$ cat src/rtl/fwd_pkg.sv
`default_nettype none
// ============================================================================
//  Module      : fwd_pkg
//  Description : Shared constants and helpers for the forwarding / hazard
//                unit: regfile select code, hard-wired zero register,
//                forwarding-select width derivation and stage-to-select map.
//  Revision    : 1.0  initial release
// ============================================================================
package fwd_pkg;

    // Select code meaning "take the operand from the register file".
    localparam int FW_SEL_RF = 0;

    // Register 0 always reads as zero; it is never forwarded nor tracked.
    localparam int REG_ZERO = 0;

    // Minimum select width able to encode regfile plus every forwarding stage.
    function automatic int sel_width(input int num_fw);
        int w;
        w = $clog2(num_fw + 1);
        return (w < 1) ? 1 : w;
    endfunction

    // Forwarding stage j is encoded as select j+1 (0 is reserved for regfile).
    function automatic int stage_to_sel(input int stage_idx);
        return stage_idx + 1;
    endfunction

endpackage
`default_nettype wire

$ cat src/rtl/fwd_scoreboard_unit_port_sel.sv
`default_nettype none
// ============================================================================
//  Module      : fwd_port_sel
//  Description : Per-read-port forwarding priority match and hazard detect.
//                Picks the youngest in-flight writer of the port's register
//                and flags a hazard when the value cannot be supplied now.
//  Ports       : i_rd_en/i_rd_addr/i_rd_hilo  read port request
//                i_fw_wen/i_fw_waddr/i_fw_ready  forwarding stage state
//                i_busy       scoreboard bit of i_rd_addr
//                i_hilo_busy  HI/LO long op outstanding
//                o_fw_sel     0 = regfile, j+1 = stage j
//                o_hazard     this port cannot proceed this cycle
//  Revision    : 1.0  initial release
// ============================================================================
module fwd_port_sel
    import fwd_pkg::*;
#(
    parameter int NUM_FW = 2,
    parameter int REG_AW = 5,
    parameter int SEL_W  = 2
) (
    input  logic                     i_rd_en,
    input  logic [REG_AW-1:0]        i_rd_addr,
    input  logic                     i_rd_hilo,
    input  logic [NUM_FW-1:0]        i_fw_wen,
    input  logic [NUM_FW*REG_AW-1:0] i_fw_waddr,
    input  logic [NUM_FW-1:0]        i_fw_ready,
    input  logic                     i_busy,
    input  logic                     i_hilo_busy,
    output logic [SEL_W-1:0]         o_fw_sel,
    output logic                     o_hazard
);

    logic             w_gpr_rd;
    logic             w_hit;
    logic             w_hit_ready;
    logic [SEL_W-1:0] w_sel;

    always_comb begin
        w_gpr_rd    = i_rd_en & ~i_rd_hilo & (i_rd_addr != REG_AW'(REG_ZERO));
        w_hit       = 1'b0;
        w_hit_ready = 1'b1;
        w_sel       = SEL_W'(FW_SEL_RF);
        // Scan oldest to youngest so the lowest (youngest) matching stage
        // overwrites any older match.
        for (int j = NUM_FW - 1; j >= 0; j--) begin
            if (w_gpr_rd && i_fw_wen[j] &&
                (i_fw_waddr[j*REG_AW +: REG_AW] == i_rd_addr)) begin
                w_hit       = 1'b1;
                w_hit_ready = i_fw_ready[j];
                w_sel       = SEL_W'(stage_to_sel(j));
            end
        end
        o_fw_sel = w_sel;
        // The scoreboard is only consulted when no pipeline stage will supply
        // the value: an in-flight stage writer is younger than any long op.
        o_hazard = (w_hit & ~w_hit_ready)
                 | (w_gpr_rd & ~w_hit & i_busy)
                 | (i_rd_en & i_rd_hilo & i_hilo_busy);
    end

endmodule
`default_nettype wire

$ cat src/rtl/fwd_scoreboard_unit.sv
`default_nettype none
// ============================================================================
//  Module      : fwd_scoreboard_unit
//  Description : GPR/HILO forwarding and hazard unit. Per-port forwarding
//                select, long-latency busy scoreboard, HI/LO busy flag,
//                stall generation and saturating stall-cycle counter.
//  Ports       : clk, rst (sync, active high)
//                rd_*      read port requests (NUM_RD ports)
//                fw_*      forwarding stage writers (NUM_FW stages)
//                lop_*     long-latency GPR op issue / completion
//                hilo_*    HI/LO multi-cycle op issue / completion
//                sb_flush  abort all in-flight long ops
//                fw_sel, stall, stall_cnt  outputs
//  Revision    : 1.0  initial release
// ============================================================================
module fwd_scoreboard_unit
    import fwd_pkg::*;
#(
    parameter int NUM_RD = 4,
    parameter int NUM_FW = 2,
    parameter int REG_AW = 5,
    parameter int SEL_W  = 2
) (
    input  logic                     clk,
    input  logic                     rst,
    input  logic [NUM_RD-1:0]        rd_en,
    input  logic [NUM_RD*REG_AW-1:0] rd_addr,
    input  logic [NUM_RD-1:0]        rd_hilo,
    input  logic [NUM_FW-1:0]        fw_wen,
    input  logic [NUM_FW*REG_AW-1:0] fw_waddr,
    input  logic [NUM_FW-1:0]        fw_ready,
    input  logic                     lop_issue,
    input  logic [REG_AW-1:0]        lop_waddr,
    input  logic                     lop_done,
    input  logic [REG_AW-1:0]        lop_done_addr,
    input  logic                     hilo_issue,
    input  logic                     hilo_done,
    input  logic                     sb_flush,
    output logic [NUM_RD*SEL_W-1:0]  fw_sel,
    output logic                     stall,
    output logic [31:0]              stall_cnt
);

    localparam int NUM_REGS = 2 ** REG_AW;

    logic [NUM_REGS-1:0]     r_busy_q;
    logic [NUM_REGS-1:0]     w_busy_d;
    logic                    r_hilo_busy_q;
    logic                    w_hilo_busy_d;
    logic [31:0]             r_stall_cnt_q;
    logic [31:0]             w_stall_cnt_d;
    logic [NUM_RD*SEL_W-1:0] w_port_sel;
    logic [NUM_RD-1:0]       w_hazard;
    logic [NUM_RD-1:0]       w_busy_bit;

    generate
        for (genvar k = 0; k < NUM_RD; k++) begin : g_port
            assign w_busy_bit[k] = r_busy_q[rd_addr[k*REG_AW +: REG_AW]];

            fwd_port_sel #(
                .NUM_FW (NUM_FW),
                .REG_AW (REG_AW),
                .SEL_W  (SEL_W)
            ) u_port_sel (
                .i_rd_en     (rd_en[k]),
                .i_rd_addr   (rd_addr[k*REG_AW +: REG_AW]),
                .i_rd_hilo   (rd_hilo[k]),
                .i_fw_wen    (fw_wen),
                .i_fw_waddr  (fw_waddr),
                .i_fw_ready  (fw_ready),
                .i_busy      (w_busy_bit[k]),
                .i_hilo_busy (r_hilo_busy_q),
                .o_fw_sel    (w_port_sel[k*SEL_W +: SEL_W]),
                .o_hazard    (w_hazard[k])
            );
        end
    endgenerate

    // Outputs are forced quiet while reset is asserted, independent of any
    // stale scoreboard content from before reset.
    always_comb begin
        fw_sel    = rst ? '0 : w_port_sel;
        stall     = ~rst & (|w_hazard);
        stall_cnt = r_stall_cnt_q;
    end

    always_comb begin
        w_busy_d      = r_busy_q;
        w_hilo_busy_d = r_hilo_busy_q;
        if (sb_flush) begin
            // Flush aborts everything, including a same-cycle issue.
            w_busy_d      = '0;
            w_hilo_busy_d = 1'b0;
        end else begin
            // Clear before set so a same-register issue/done pair stays busy.
            if (lop_done) begin
                w_busy_d[lop_done_addr] = 1'b0;
            end
            if (lop_issue && (lop_waddr != REG_AW'(REG_ZERO))) begin
                w_busy_d[lop_waddr] = 1'b1;
            end
            if (hilo_done) begin
                w_hilo_busy_d = 1'b0;
            end
            if (hilo_issue) begin
                w_hilo_busy_d = 1'b1;
            end
        end
    end

    always_comb begin
        w_stall_cnt_d = r_stall_cnt_q;
        if (stall && (r_stall_cnt_q != 32'hFFFF_FFFF)) begin
            w_stall_cnt_d = r_stall_cnt_q + 32'd1;
        end
    end

    always_ff @(posedge clk) begin
        if (rst) begin
            r_busy_q      <= '0;
            r_hilo_busy_q <= 1'b0;
            r_stall_cnt_q <= '0;
        end else begin
            r_busy_q      <= w_busy_d;
            r_hilo_busy_q <= w_hilo_busy_d;
            r_stall_cnt_q <= w_stall_cnt_d;
        end
    end

endmodule
`default_nettype wire

$ cat config.mk
export PLATFORM = sky130hd
export DESIGN_NAME = fwd_scoreboard_unit
export DESIGN_NICKNAME = d
export VERILOG_FILES = /design/src/rtl/fwd_pkg.sv /design/src/rtl/fwd_scoreboard_unit_port_sel.sv /design/src/rtl/fwd_scoreboard_unit.sv
export SDC_FILE = /design/constraint.sdc
export NUM_CORES = 1
export LEC_CHECK = 0
export ABC_AREA = 1
export CORE_MARGIN = 5
export CORE_UTILIZATION = 50
export DETAILED_ROUTE_END_ITERATION = 8
export GPL_TIMING_DRIVEN = 0
export PLACE_DENSITY = 0.78
export SYNTH_ARGS = -nofsm -noshare
export SYNTH_HDL_FRONTEND = slang
export SYNTH_HIERARCHICAL = 1
export SYNTH_SLANG_ARGS = --single-unit
$ cat constraint.sdc
create_clock -name clk -period 2.5 [get_ports clk]
set_clock_uncertainty 0.15 [all_clocks]
set_input_delay 0.25 -clock clk [delete_from_list [all_inputs] [get_ports clk]]
set_output_delay 0.25 -clock clk [all_outputs]
set_load 0.005 [all_outputs]
==> summary.txt, run 1 <==
Synthesis
  • Register bit total from synthesis: 65
  • Distinct cell type count of the synthesized netlist: 27
  • Seq/Total Area, Yosys: between 20% and 30%
  • Share of the synthesized area in the top cell type: 26.3%
  • FFs w/ async S/R, synth: 0%
  • Post-Syn Nets: approximately 1300
  • Largest area contributor in the netlist: nand2_1
  • EDFF count, synth: 0
  • Synthesized netlist cell count: between 1000 and 1500
  • Syn_area_per_cell: 5.17 µm²
  • Total number of yosys warnings: 6
  • Dominant synthesized flop cell: dfxtp_1
  • Area contributors post-synth: nand2_1 26%, dfxtp_1 21%, nand3_1 13%
  • Synthesized area: ~6300 µm²

Detailed routing
  • Total wire length: roughly 23 mm
  • Pre-Repair DR Iteration Count: 8
  • Routed via count: 8203
  • Via-to-Cell Ratio: ~5.4
  • Drc violations: 0
  • Final ANT Viol Nets: 0
  • Routed len/inst: about 15 µm
  • Initial drt markers: 856

Timing
  • Post-layout worst setup margin: -0.0138 ns
  • Final Max Tran Viols: 0
  • Max-slew headroom: between 30% and 40%
  • RSZ-0062 raised after global routing: yes
  • Final cycle utilization of the critical path: 101%
  • Highest clock rate: ~400 MHz
  • Crit path time final: between 2 and 3 ns
  • Final setup vio count: 1
  • Worst slew pin tran: a little over 1 ns
  • Total negative setup slack: -0.0138 ns
  • Hold Fails Final Rpt: 0

Power and ir drop
  • Power Density: about 370 nW/µm²
  • Lkg Pwr: ~4.0 nW
  • Worst VDD drop: 0.000513 V

Layout
  • N_diodes: 0
  • Share of cells above drive strength 1: ~18%
  • Layout area overhead: 34.7%
  • Fin nets: 1409
  • Final Util: between 60% and 70%

Die
  • Rows: 41
  • Core Area: ~12000 µm²
  • Full die area: 14900 µm²
  • Die W: between 100 and 150 µm
  • IO Pins: 100
  • Die Span Y: ~120 µm
  • Initial Util: 50.4%

Worst setup path
  • WP buf/inv: 2
  • Crit path cell chain: nand2_1 -> nand3_1 -> nand3_1 -> nand2_1 -> nand2_1 -> nand3_2 -> and2_4 -> nand3_2 -> nand2_2 -> nand2_2 -> nand2_2 -> nor2_2 -> nand2_2 -> nand2_4 -> inv_4 -> buf_6
  • Critical path's top delay family: simple AND/OR/NAND/NOR gates
  • CP Capture Type: output pin
  • Slowest CP cell: dfxtp_4
  • Kind of critical path: reg -> out
  • Required @ worst endpoint: 2.10 ns
  • CP arrival: 2.11 ns
  • Crit start category: register
  • CP Max Fanout: 5
  • Crit-path max cell delay: between 0.3 and 0.4 ns
  • Most used cell, CP: nand2_2

CTS
  • Reg clk slew, reported paths: around 0.06 ns
  • Clock latency on the worst-skew pair: ~0.34 ns
  • TritonCTS Buffers: 9
  • # H-tree levels: 3
  • CTS Hold Bufs: 0
  • Clk buf depth: 2
  • Root Buffer: clkbuf_16
  • Clock sinks: 65
  • CTS tree: yes

Placement
  • RD Place Congestion: a little under 1
  • I/O Buffers: approximately 100
  • Post-DP HPWL: between 15 and 20 mm

Hold path
  • HP Class: in -> reg

Global route
  • First-pass GRT wire length: ~35 mm
  • Initial antenna violation count: 0
  • Largest net degree at the start of global routing: 11
  • Vias in the first global route: just over 7000
  • GRT Resource Usage Total: 29.7%
  • Grt total ovfl: 0

Outcome
  • Failing checks: negative setup slack
  • Outcome: finished with violations

Run
  • Max_cap viols: 0
cells in the mapped netlist, types with 7 or more instances:
master / number
dfxtp_1: 65
nand2_1: 440
inv_1: 170
nand3_1: 167
inv_2: 12
xor2_1: 7
nor2_2: 18
o21ai_0: 38
clkbuf_1: 10
buf_2: 16
nand4_1: 16
nor3_1: 15
nor2_1: 147
nand2_2: 19
a21oi_1: 49
final timing paths:
path                                      end  cells past startpoint         start  slack [ns]
worst max-delay path                    stall                     16  r_busy_q[17]       -0.01
worst min-delay path            stall_cnt[31]                      2           rst        0.06
worst max register to register   stall_cnt[6]                     19   r_busy_q[9]        0.02
worst min register to register   stall_cnt[1]                      2  stall_cnt[1]        0.37
routing by layer:
layer / wire [µm] / global-route usage (%) / vias to the layer above
li1: - / - / 4075
met1: 9100 / 38.3 / 3634
met2: 10800 / 49.7 / 391
met3: 2140 / 4.69 / 103
met4: 955 / 11.9 / 0
met5: 0 / 0 / -
sequential cells by signal, indices dropped and copies added, names as in the netlist:
signal,count
r_hilo_busy_q,1
stall_cnt,32
r_busy_q,32
through the flow:
| step | cell area [µm²] | power, mW | setup WS [ns] | cells | hold slack (ns) |
|---|---|---|---|---|---|
| after global placement | 7480 | 1.70 | -1.30 | 1485 | 0.360 |
| after floorplan | 6280 | 1.44 | 0.102 | 1215 | 0.217 |
| after CTS | 8080 | 3.10 | -0.0656 | 1514 | 0.0619 |
| final | 8460 | 3.13 | -0.0138 | 1524 | 0.0611 |
| after detailed placement | 7480 | 1.70 | -1.32 | 1485 | 0.368 |
| after global routing | 8460 | 3.26 | -0.131 | 1524 | 0.0810 |
final cells by class:
type | count | area [µm²]
multi-input combinational | 940 | 4450
fill | 1193 | 4010
sequential | 65 | 1410
timing repair buffer | 123 | 1090
inverter | 182 | 718
buffer | 28 | 259
clock buffer | 11 | 253
tap | 172 | 215
clock inverter | 3 | 65.1
report_power, final:
part | switching, mW | internal (mW) | leakage (nW)
registers | 0.0182 | 1.02 | 0.548
logic | 0.431 | 0.287 | 3.32
clock network | 0.456 | 0.914 | 0.157
layout by cell type, fill, tap and decap left out, types with 6 or more instances in the layout:
cell / instances
nor2_1: 138
nand3_1: 139
buf_4: 21
nand2_1: 424
a21oi_1: 48
dlygate4sd2_1: 12
buf_6: 16
inv_1: 161
nand2_2: 34
nor2_4: 7
clkbuf_2: 11
nand3_2: 32
clkdlybuf4s50_1: 64
xor2_1: 7
clkbuf_8: 6
clkbuf_16: 9
clkbuf_1: 6
o21ai_0: 33
buf_2: 11
inv_2: 12
nor3_1: 12
nand4_1: 16
nor2_2: 20
dfxtp_4: 26
dfxtp_1: 34
repair_timing:
action | in CTS | in global routing
setup buffers | 14 | 6
setup endpoints to repair | 41 | 36
gates cloned | 1 | 4
gates resized for setup | 153 | 130
pin swaps | 4 | 46
cell families after synthesis:
logic type / after synthesis / synth area share, %
buf+inv: 210 / 13.1
compound gates: 89 / 7.13
simple gates: 842 / 57.7
fa+ha+maj: 1 / 0.199
flops: 65 / 20.7
xor+xnor: 8 / 1.12
Power figures use the tool's default switching activity.
==> run 2: changes to the inputs <==
- CORE_UTILIZATION: 50 -> 49
- SYNTH_HIERARCHICAL: 1 -> default
==> run 2 against run 1 <==
The flow now finishes without violations. Core utilization decreased by 2.2 points. Combinational power decreased by 9.3%. Worst setup slack improved by 0.065 ns. Register-to-register slack better by 0.17 ns. Via count decreased by 13%. Critical endpoint unchanged. Largest cell class unchanged.
==> summary.txt, run 2 <==
Synthesis
  • Synthesized area: 5500 µm² (-12%)
  • Synthesized netlist cell count: 998 (-18%)
  • EDFF count, synth: 0 (unchanged)
  • Area contributors post-synth: nand2_1 25%, dfxtp_1 24%, nand3_1 15%
  • Register bit total from synthesis: 65 (unchanged)
  • Distinct cell type count of the synthesized netlist: 33 (+22%)
  • Post-Syn Nets: 1058 (-17%)
  • Largest area contributor in the netlist: nand2_1
  • FFs w/ async S/R, synth: 0% (unchanged)
  • Top-count cell post-synth: nand2_1
  • Dominant synthesized flop cell: dfxtp_1
  • Commonest cells post-synth: 361 x nand2_1, 165 x nand3_1, 94 x nor2_1
  • Seq/Total Area, Yosys: 23.6% (+2.9 points)
  • Syn_area_per_cell: 5.51 µm² (+6.7%)
  • Total number of yosys warnings: 0 (-6)
  • Share of the synthesized area in the top cell type: 24.6% (-1.7 points)

Worst setup path
  • Crit start category: input port
  • Register-to-register setup slack: 0.19 ns (+0.17 ns)
  • Kind of critical path: in -> out
  • Required @ worst endpoint: 2.10 ns (about the same)
  • CP arrival: 2.05 ns (-0.06 ns)
  • RR Endpoint: stall_cnt[31]
  • Cells on worst reg2reg path: 17 (-2)
  • Crit. Startpoint: fw_wen[0]
  • CP Max Fanout: 4 (-1)
  • CP Capture Type: output pin
  • Reg2reg start: stall_cnt[0]

Timing
  • Max-slew headroom: 29.6% (-2.2 points)
  • Total negative setup slack: 0 ns (+0.0138 ns)
  • Final Max Tran Viols: 0 (unchanged)
  • Hold Fails Final Rpt: 0 (unchanged)
  • Worst slew pin tran: 1.05 ns (+0.0325 ns)
  • Final cycle utilization of the critical path: 98.0% (-2.6 points)
  • Crit path time final: 2.45 ns (-0.0648 ns)
  • Highest clock rate: 408 MHz (+2.6%)
  • Final setup vio count: 0 (-1)

Die
  • Full die area: 13400 µm² (-9.8%)
  • Die Span Y: 116 µm (-5.0%)
  • Rows: 38 (-7.3%)
  • Core Area: 10900 µm² (-12%)
  • Initial Util: 50.3% (-0.066 points)
  • Die W: 116 µm (-5.0%)
  • IO Pins: 100 (unchanged)

Layout
  • Layout area overhead: 30.5%
  • Design Area, Final: 7180 µm² (-15%)
  • Final Util: 65.7% (-2.2 points)
  • Seq. cell area: 1310 µm² (-7.0%)
  • Filler Cell Count: 1084 (-9.1%)
  • Fin cells: 1261 (-17%)
  • N_diodes: 0 (unchanged)
  • Commonest non-fill, non-tap cells in the layout: 358 x nand2_1, 159 x nand3_1, 90 x nor2_1, 83 x inv_1, 67 x clkdlybuf4s50_1
  • Area of the multi-input gates: 3700 µm² (-17%)
  • Fin nets: 1177 (-16%)
  • Share of cells above drive strength 1: 10.6% (-7.4 points)
  • Commonest non-fill, non-tap cell in the layout: nand2_1

CTS
  • Clock latency on the worst-skew pair: 0.34 ns (about the same)
  • Clock sinks: 65 (unchanged)
  • TritonCTS Buffers: 9 (unchanged)
  • Clk buf depth: 2 (unchanged)
  • Root Buffer: clkbuf_16
  • # H-tree levels: 3 (unchanged)
  • Reg clk slew, reported paths: 0.06 ns (about the same)
  • CTS tree: yes
  • CTS Hold Bufs: 0 (unchanged)

Global route
  • Initial antenna violation count: 0 (unchanged)
  • Vias in the first global route: 6085 (-16%)
  • GRT Resource Usage Total: 29.6% (-0.14 points)
  • First-pass GRT wire length: 31.4 mm (-11%)
  • Grt total ovfl: 0 (unchanged)
  • Largest net degree at the start of global routing: 13 (+2)

Power and ir drop
  • Total design power: 2.88 mW (-7.8%)
  • Power Density: 402 nW/µm² (+8.7%)
  • Lkg Pwr: 3.15 nW (-22%)
  • Worst VDD drop: 0.000392 V (-24%)

Placement
  • Placed instance area: 6660 µm² (-11%)
  • RD Place Congestion: 0.968 (-1.2%)
  • Post-DP HPWL: 14.7 mm (-9.8%)
  • Dpl cells: 1236 (-17%)
  • I/O Buffers: 98 (unchanged)

Hold path
  • HP Class: reg -> reg
  • Worst hold path depth: 1 (-1)
  • Worst Hold Path EP: stall_cnt[0]
  • Hold Path Origin: stall_cnt[0]

Detailed routing
  • Drc violations: 0 (unchanged)
  • Pre-Repair DR Iteration Count: 6 (-2)
  • Routed via count: 7138 (-13%)
  • Total wire length: 20.3 mm (-12%)
  • Routed len/inst: 16.1 µm (+6.9%)
  • Initial drt markers: 776 (-9.3%)
  • Via-to-Cell Ratio: 5.66 (+5.2%)
  • Final ANT Viol Nets: 0 (unchanged)

Outcome
  • Outcome: finished clean

Run
  • Max_cap viols: 0 (unchanged)
## run 2: cell types whose count changed in the layout (fill, tap and decap cells not counted), moves of 8 or more
cell and delta:
nor3_1 +15, nand3_2 -20, nor2_1 -48, nand2_1 -66, inv_1 -78, nand2_2 -26, dfxtp_1 +29, nand3_1 +20
buf_4 -9, dfxtp_4 -25, dlymetal6s2s_1 +10, nor2_2 -8
## run 2: layer usage
metal  routed length (µm)  global-route usage, %  vias up
met4                  586                   8.82        0
met5                    0                      0        -
met1                 8570                   42.9     3152
met2                 8650                   43.8      425
li1                     -                      -     3506
met3                 2500                   6.58       55
## run 2: cell families after synthesis
logic type,count (synthesis),share of synthesized area (%)
simple gates,703,55.9
buf+inv,131,10.9
compound gates,97,9.16
flops,65,23.6
xor+xnor,1,0.159
fa+ha+maj,1,0.227
## run 2: worst max path at each step
stage                    end  slack (ns)  cells past startpoint
3_3_place_gp           stall       -0.57                     14
2_1_floorplan  stall_cnt[17]        0.35                     16
3_5_place_dp           stall       -0.56                     14
6_report               stall        0.05                     12
5_1_grt                stall       -0.03                     13
4_1_cts                stall       -0.05                     14
## run 2: worst max-delay path: stages
cell and delay [ns]:
clkdlybuf4s50_1 0.58, nand2_1 0.08, nor2_1 0.15, nand3_2 0.15, nor2_1 0.12, nor2_1 0.06, nand2_1 0.07, nand2_1 0.05
nand2_1 0.09, nor2_4 0.06, a31oi_1 0.15, clkdlybuf4s15_2 0.23
## run 2: timing repair
item,4_1_cts,5_1_grt
endpoints found under the setup margin,24,37
cloned,0,1
setup buffers,2,7
resized for setup,36,62
pin swaps,0,3
## run 2: area by class of cell
class / count / share of cell area (%)
clock buffers: 9 / 3.14
multi-input cells: 802 / 51.5
flip-flops and latches: 65 / 18.2
inverters: 100 / 5.40
well taps: 140 / 2.44
repair buffers: 108 / 14.9
plain buffers: 31 / 3.82
clock inverters: 6 / 0.610
## run 2: where the power goes
part / switching [mW] / internal (mW) / leakage [nW] / total [mW]
combinational: 0.395 / 0.256 / 2.50 / 0.651
sequential: 0.0168 / 1.05 / 0.525 / 1.07
clock: 0.499 / 0.668 / 0.132 / 1.17
total: 0.911 / 1.97 / 3.15 / 2.88
## run 2: through the flow
| step | hold slack, ns | setup slack, ns |
|---|---|---|
| 6_report | 0.353 | 0.0511 |
| 5_1_grt | 0.382 | -0.0272 |
| 4_1_cts | 0.358 | -0.0451 |
| 3_5_place_dp | 0.380 | -0.556 |
| 3_3_place_gp | 0.360 | -0.570 |
| 2_1_floorplan | 0.217 | 0.354 |
==> run 3: changes to the inputs <==
- CORE_UTILIZATION: 49 -> 54
- PLACE_DENSITY: 0.78 -> 0.82
- clock period: 2.5 -> 2.6 ns (I/O delays scaled with it)
==> run 3 against run 2 <==
Cell count shrank 0.71%. Power shrank 16%. First-iteration DRC count grew 9.7%. Die area shrank 8.5%. Critical path type unchanged. Core utilization grew 5.1 points. Hold slack lost 0.017 ns. Sequential share of layout area grew 0.53 points. Register-to-register slack is essentially flat. Via count grew 0.70%. Critical path depth grew 2. Routed wire length shrank 0.89%. Global-route usage grew 1.8 points.
==> summary.txt, run 3 (synthesis results as in run 2) <==
Detailed routing
  • Via-to-Cell Ratio: 5.74 (+1.4%)
  • Total wire length: 20.1 mm (-0.89%)
  • Routed len/inst: 16.1 µm (-0.18%)
  • Initial drt markers: 851 (+9.7%)
  • Metal2 WL: 8.39 mm (-3.0%)
  • M1 WL: 8.51 mm (-0.72%)
  • WL met3: 2.44 mm (-2.6%)
  • Top layer in use: met4
  • Pre-Repair DR Iteration Count: 6 (unchanged)
  • Drc violations: 0 (unchanged)
  • Final ANT Viol Nets: 0 (unchanged)
  • Routed via count: 7188 (+0.70%)

Global route
  • Vias in the first global route: 6346 (+4.3%)
  • Largest net degree at the start of global routing: 12 (-1)
  • Grt total ovfl: 0 (unchanged)
  • GRT Resource Usage Total: 31.3% (+1.8 points)
  • Initial antenna violation count: 0 (unchanged)
  • First-pass GRT wire length: 31.9 mm (+1.6%)

Worst setup path
  • Reg2reg start: stall_cnt[0]
  • CP Capture Type: output pin
  • Cells on worst reg2reg path: 17 (unchanged)
  • CP Max Fanout: 10 (+6)
  • Required @ worst endpoint: 2.19 ns (+0.09 ns)
  • Kind of critical path: in -> out
  • RR Endpoint: stall_cnt[14]
  • Crit start category: input port
  • Register-to-register setup slack: 0.19 ns (about the same)
  • CP arrival: 2.07 ns (+0.02 ns)

CTS
  • Reg clk slew, reported paths: 0.07 ns (about the same)
  • # H-tree levels: 3 (unchanged)
  • Root Buffer: clkbuf_8
  • Clock latency on the worst-skew pair: 0.36 ns (+0.02 ns)
  • CTS tree: yes
  • CTS Hold Bufs: 0 (unchanged)
  • Clk buf depth: 2 (unchanged)
  • Clock sinks: 65 (unchanged)
  • TritonCTS Buffers: 9 (unchanged)

Hold path
  • HP Class: reg -> reg
  • Hold Path Origin: stall_cnt[0]
  • Worst hold path depth: 1 (unchanged)
  • Worst Hold Path EP: stall_cnt[0]

Power and ir drop
  • Combinational power share: 25.5% (+2.9 points)
  • Sequential power share: 42.1% (+5.1 points)
  • Worst VDD drop: 0.000347 V (-11%)
  • Clock power share: 32.4% (-8.1 points)
  • Net Sw Power: 811 µW (-11%)
  • Total design power: 2.43 mW (-16%)
  • Sw Ratio: 33.4% (+1.8 points)
  • Lkg Pwr: 3.02 nW (-4.2%)
  • Internal power: 1.62 mW (-18%)
  • Power Density: 348 nW/µm² (-13%)

Timing
  • Worst slew pin tran: 1.09 ns (+0.0381 ns)
  • Total negative setup slack: 0 ns (unchanged)
  • Max-slew headroom: 27.0% (-2.6 points)
  • Final cycle utilization of the critical path: 95.4%
  • Crit path time final: about 2.5 ns
  • Final setup vio count: 0 (unchanged)
  • Highest clock rate: 403 MHz
  • Hold Fails Final Rpt: 0 (unchanged)
  • Post-layout worst setup margin: 0.119 ns (+0.0678 ns)
  • Hold WS: 0.336 ns (-0.0169 ns)
  • Final Max Tran Viols: 0 (unchanged)

Layout
  • Final Util: 70.7% (+5.1 points)
  • Commonest non-fill, non-tap cell in the layout: nand2_1
  • Layout area overhead: 26.8%
  • Share of cells above drive strength 1: 9.47% (-1.1 points)
  • Design Area, Final: 6980 µm² (-2.8%)
  • N_diodes: 0 (unchanged)
  • Fin cells: 1252 (-0.71%)
  • Fin nets: 1174 (-0.25%)
  • Filler Cell Count: 917 (-15%)
  • Commonest non-fill, non-tap cells in the layout: 359 x nand2_1, 158 x nand3_1, 90 x nor2_1, 86 x inv_1, 70 x clkdlybuf4s50_1

Run
  • Max_cap viols: 0 (unchanged)

Die
  • Full die area: 12300 µm² (-8.5%)
  • Die W: 111 µm (-4.3%)
  • Initial Util: 55.8% (+5.5 points)
  • Die Span Y: 111 µm (-4.3%)
  • Rows: 36 (-5.3%)
  • IO Pins: 100 (unchanged)
  • Core Area: 9860 µm² (-9.8%)

Placement
  • Placed instance area: 6650 µm² (-0.13%)
  • RD Place Congestion: 0.980 (+1.3%)
  • I/O Buffers: 98 (unchanged)
  • Place WS: -0.488 ns (+0.0678 ns)
  • Dpl cells: 1229 (-0.57%)
  • Post-DP HPWL: 14.8 mm (+0.75%)

Outcome
  • Outcome: finished clean
[run 3: worst max path at each step]
stage            startpoint            end  slack (ns)
2_1_floorplan  stall_cnt[0]  stall_cnt[17]        0.45
3_3_place_gp    rd_addr[13]          stall       -0.48
3_5_place_dp    rd_addr[13]          stall       -0.49
4_1_cts         rd_addr[10]          stall       0.004
5_1_grt        stall_cnt[0]  stall_cnt[30]       -0.07
6_report         rd_addr[5]          stall        0.12
[run 3: repair_timing]
item	4_1_cts	5_1_grt
pin swaps	0	3
gates cloned	0	1
setup buffers	0	6
resized for setup	30	42
endpoints found under the setup margin	5	30
hold endpoints to repair	0	0
[run 3: layout make-up]
class | instances | area [µm²] | area share [%]
clock inverter | 4 | 28.8 | 0.413
timing repair buffer | 105 | 1020 | 14.7
buffer | 31 | 264 | 3.78
tap | 133 | 166 | 2.39
clock buffer | 12 | 145 | 2.08
sequential | 65 | 1310 | 18.7
inverter | 100 | 388 | 5.56
multi-input combinational | 802 | 3650 | 52.4
[run 3: worst max-delay path, stage by stage]
cell and delay (ns):
clkdlybuf4s50_1 0.54, buf_6 0.15, buf_4 0.17, nand2_1 0.06
nand3_1 0.09, nand3_1 0.07, nand3_1 0.09, nand2_1 0.06
nand2_1 0.07, nand3_1 0.07, nand2_1 0.09, nor2_2 0.06
a31oi_1 0.13, clkbuf_2 0.16
[run 3: routing by layer]
layer,vias to the layer above,GRT usage (%)
met5,-,0
met4,0,12.1
met3,75,7.64
met2,427,46.8
met1,3208,43.4
li1,3478,-
[run 3: power groups by stage]
stage          Combinational (mW)  Clock, mW  Sequential (mW)
2_1_floorplan               0.346          0             1.04
3_3_place_gp                0.592          0             1.04
3_5_place_dp                0.594          0             1.04
4_1_cts                     0.592      0.790             1.02
5_1_grt                     0.672      0.832             1.02
6_report                    0.620      0.788             1.02
